### src/rtl/cr_sync_filt.sv
// Multi-channel flip-flop synchroniser with per-channel debounce filter
// and registered rise/fall pulses on the filtered level.
module cr_sync_filt #(
   parameter int unsigned          pWidth      = 1,
   parameter int unsigned          pStages     = 2,
   parameter int unsigned          pFiltCycles = 4,
   parameter logic [pWidth-1:0]    pRstVal     = '0
) (
   input  logic              Clk,
   input  logic              Rst,
   input  logic              En,
   input  logic [pWidth-1:0] D,
   output logic [pWidth-1:0] Q,
   output logic [pWidth-1:0] Rise,
   output logic [pWidth-1:0] Fall
);

   localparam int unsigned    CW       = $clog2(pFiltCycles + 1);
   localparam logic [CW-1:0]  CNT_LAST = CW'(pFiltCycles - 1);

   generate
      if (pStages < 2) begin : g_bad_stages
         $error("cr_sync_filt: pStages must be >= 2");
      end
      if (pFiltCycles < 1) begin : g_bad_filt
         $error("cr_sync_filt: pFiltCycles must be >= 1");
      end
   endgenerate

   logic [pWidth-1:0] stage [pStages];
   logic [pWidth-1:0] s;
   logic [CW-1:0]     cnt   [pWidth];

   // Sync chain shifts every cycle; En only gates the filter counters.
   always_ff @(posedge Clk) begin
      if (Rst) begin
         for (int unsigned i = 0; i < pStages; i++) begin
            stage[i] <= pRstVal;
         end
      end else begin
         stage[0] <= D;
         for (int unsigned i = 1; i < pStages; i++) begin
            stage[i] <= stage[i-1];
         end
      end
   end

   assign s = stage[pStages-1];

   always_ff @(posedge Clk) begin
      if (Rst) begin
         Q    <= pRstVal;
         Rise <= '0;
         Fall <= '0;
         for (int unsigned c = 0; c < pWidth; c++) begin
            cnt[c] <= '0;
         end
      end else begin
         for (int unsigned c = 0; c < pWidth; c++) begin
            Rise[c] <= 1'b0;
            Fall[c] <= 1'b0;
            if (s[c] == Q[c]) begin
               cnt[c] <= '0;
            end else if (En) begin
               if (cnt[c] == CNT_LAST) begin
                  Q[c]    <= s[c];
                  cnt[c]  <= '0;
                  Rise[c] <= s[c];
                  Fall[c] <= ~s[c];
               end else begin
                  cnt[c] <= cnt[c] + CW'(1);
               end
            end
         end
      end
   end

endmodule
### config.mk
export PLATFORM = sky130hd
export DESIGN_NAME = cr_sync_filt
export DESIGN_NICKNAME = d
export VERILOG_FILES = /design/src/rtl/cr_sync_filt.sv
export SDC_FILE = /design/constraint.sdc
export NUM_CORES = 1
export LEC_CHECK = 0
export BUFFER_PORTS_ARGS = -buffer_cell sky130_fd_sc_hd__buf_2
export CAP_MARGIN = 30
export CORE_AREA = 2 2 39 41
export CTS_CLUSTER_SIZE = 8
export DETAILED_ROUTE_END_ITERATION = 6
export DIE_AREA = 0 0 41 43
export PLACE_DENSITY_LB_ADDON = 0.3
export SLEW_MARGIN = 0
export SYNTH_ARGS = -nofsm -noshare
export SYNTH_HDL_FRONTEND = slang
export SYNTH_SLANG_ARGS = --single-unit
### constraint.sdc
create_clock -name Clk -period 1.7 [get_ports Clk]
set_input_delay 0.17 -clock Clk [delete_from_list [all_inputs] [get_ports Clk]]
set_output_delay 0.17 -clock Clk [all_outputs]
set_load 0.02 [all_outputs]
==> results.cfg <==
[worst_setup_path]
critical_path.cell_chain = ha_1 -> ha_1 -> nor4_1
worstSetupPathType = flop to flop
critPathMaxStageDelay_ps = 390
cp_slowest_cell = edfxtp_1
required_ps = 1770
cp_max_fo = 7
r2r-start = cnt[0][0]$_SDFFCE_PN0P_
crit_buf_inv = 0
path_common_cell = ha_1
r2r-end = cnt[0][2]$_SDFFCE_PN0P_
reg2regPathDepth = 3
worstPathArrival_ps = 1410
worstSetupEndpointType = flop
reg2reg_slack_ps = 360
cp_top_family = adder cells
start_kind = flop

[route]
finalWirelength_um = 554
m1WireLength_um = 240
first_pass_iters = 2
drc = 0
wl_met2_um = 243
vias = 216
ant_nets = 0
detail_route.wl_per_cell_um = 10.9
viasPerCell = 4.24
drt_iter0_markers = 2
met3_wirelength_um = 56
topRoutingLayerUsed = met4

[clocking]
clkSinkCount = 8
cts_buffer_depth = 2
tritoncts = done
numCtsBuffers = 3
insertion_delay_ps = 260
root_buffer = clkbuf_4
cts_max_level = 1
cts.repair.resized = 0
post_cts_buffers = 0
hold_buffers = 0
path_clk_slew_ps = 60

[min_path]
holdPathEnd = stage[0][0]$_SDFF_PP0_
min_path_type = input port to flop
min_from = D
min_delay_path_depth = 2

[final_layout]
diodes = 0
post-route-util_pct = 29.3
drive_gt1_share_pct = 37.1
nNetsFinal = 42
areaGrowthSynthToFinish_pct = 23.2

[sta]
period_needed_ps = 1340
fmax_mhz = 746
period_share_pct = 78.8
final-setup-viol-count = 0
fin_worst_skew_ps = 4.22
slew_viol_final = 0
timing.hold.ws_ps = 126
worst_pin_slew_ps = 387
max-slew-margin-rel_pct = 74.0
finalHoldViolCount = 0
rsz0062_at_grt = no
final.setup.tns_ps = 0

[pwr]
power.internal_w = 0.000299
swShare_pct = 20.3
p_leak_nw = 0.167
switching_power_w = 0.0000758
p_total_w = 0.000374
comb_power_share_pct = 3.9
sequentialPowerShare_pct = 54.4
clkPwrFrac_pct = 41.7
max-vdd-ir-drop_mv = 0.380
p_per_area_nw_per_um2 = 924

[yosys]
synthesis.area_um2 = 329
yosysWarnings = 0
async_reset_ff_share_pct = 0
synth_area_leaders = dfxtp_1 (30%), edfxtp_1 (27%), ha_1 (7.6%)
yosysSeqAreaShare_pct = 57.8
ys_ff_latch = 8
synth_area_per_cell_um2 = 13.2
synth-main-ff-cell = dfxtp_1
synth_edf_count = 3
ys_types = 14
synth_common_cells = dfxtp_1 (5), edfxtp_1 (3), nor2b_1 (3)
syn_nets = 31
yosys.area.top_type = dfxtp_1
synth_most_common_cell = dfxtp_1
synthCells = 25
yosysTopAreaCellShare_pct = 30.4

[floorplan]
die_x_um = 41
start_util_pct = 23.8
die_h_um = 43
rows = 14
pin_count = 7
dieArea_um2 = 1760
core_area_um2 = 1380

[run_status]
status = complete, no violations

[grt]
grt.overflow.total = 0
antenna_found_initial = 0
gr-usage-all-layers_pct = 9.60
grt_pass1_wl_mm = 1.01
grt_pass1_vias = 231
grt_max_degree = 8

[placement]
gp_congestion = 0.754
hpwlAfterDp_um = 420
port-buffer-count = 6

[job]
maxCapViolCount = 0
worst reg2reg max path, cell delays in order (launching register included):
cell and delay [ps]:
edfxtp_1 390, ha_1 210, ha_1 260, nor4_1 290
per-layer routing:
layer  up-vias  global-route usage [%]
li1        114                       -
met1        92                    10.5
met2         8                    12.2
met3         2                    7.85
met4         0                    6.00
met5         -                       0
worst max path at each step:
| stage | from | end | slack (ps) | depth (start not counted) |
|---|---|---|---|---|
| final | cnt[0][0]$_SDFFCE_PN0P_ | cnt[0][2]$_SDFFCE_PN0P_ | 360 | 3 |
| after global routing | cnt[0][0]$_SDFFCE_PN0P_ | cnt[0][0]$_SDFFCE_PN0P_ | 260 | 3 |
| after CTS | cnt[0][0]$_SDFFCE_PN0P_ | cnt[0][2]$_SDFFCE_PN0P_ | 350 | 3 |
| after detailed placement | cnt[0][0]$_SDFFCE_PN0P_ | cnt[0][2]$_SDFFCE_PN0P_ | 360 | 3 |
| after global placement | cnt[0][0]$_SDFFCE_PN0P_ | cnt[0][2]$_SDFFCE_PN0P_ | 410 | 3 |
| after floorplan | Q$_SDFFE_PP0P_ | cnt[0][0]$_SDFFCE_PN0P_ | 440 | 2 |
kinds of logic after synthesis:
family,after synthesis,share of synthesized area [%]
buffers and inverters,1,1.14
DFF,8,57.8
adders and majority gates,2,7.60
and+or+nand+nor,11,26.2
AOI/OAI and AO/OA,2,4.56
xor gates and xnor gates,1,2.66
cells in the final DEF, fill, tap and decap left out:
cell / Yosys / layout
a21bo_2: 1 / 1
a21oi_1: 1 / 1
and4b_2: 2 / 2
buf_2: 0 / 6
clkbuf_1: 0 / 1
clkbuf_4: 0 / 3
dfxtp_1: 5 / 5
edfxtp_1: 3 / 3
ha_1: 2 / 2
inv_1: 1 / 1
nand2b_1: 1 / 1
nand3_1: 1 / 1
nor2b_1: 3 / 3
nor4_1: 2 / 2
nor4b_2: 1 / 1
or3_1: 1 / 1
xnor2_1: 1 / 1
per-stage QoR:
step / worst slack (ps) / instance area [um^2] / instances
2_1_floorplan: 437 / 329 / 25
3_3_place_gp: 413 / 379 / 47
3_5_place_dp: 359 / 379 / 47
4_1_cts: 347 / 405 / 51
5_1_grt: 258 / 405 / 51
6_report: 360 / 405 / 51
layout make-up:
class	count	area (um^2)
fillers	148	978
flip-flops and latches	8	190
multi-input cells	16	135
repair buffers	6	30.0
clock buffers	4	26.3
well taps	16	20.0
inverters	1	3.75
flip-flops by register name, indices dropped and copies added, names as in the netlist:
signal  count
cnt         3
Fall        1
Rise        1
stage       2
Q           1
power groups by stage:
stage | logic (W) | clock network, W | registers, W
final | 0.0000147 | 0.000156 | 0.000204
after global routing | 0.0000165 | 0.000178 | 0.000204
after CTS | 0.0000147 | 0.000166 | 0.000204
after detailed placement | 0.0000148 | 0 | 0.000208
after global placement | 0.0000139 | 0 | 0.000207
after floorplan | 0.00000756 | 0 | 0.000207
Power figures use the tool's default switching activity.
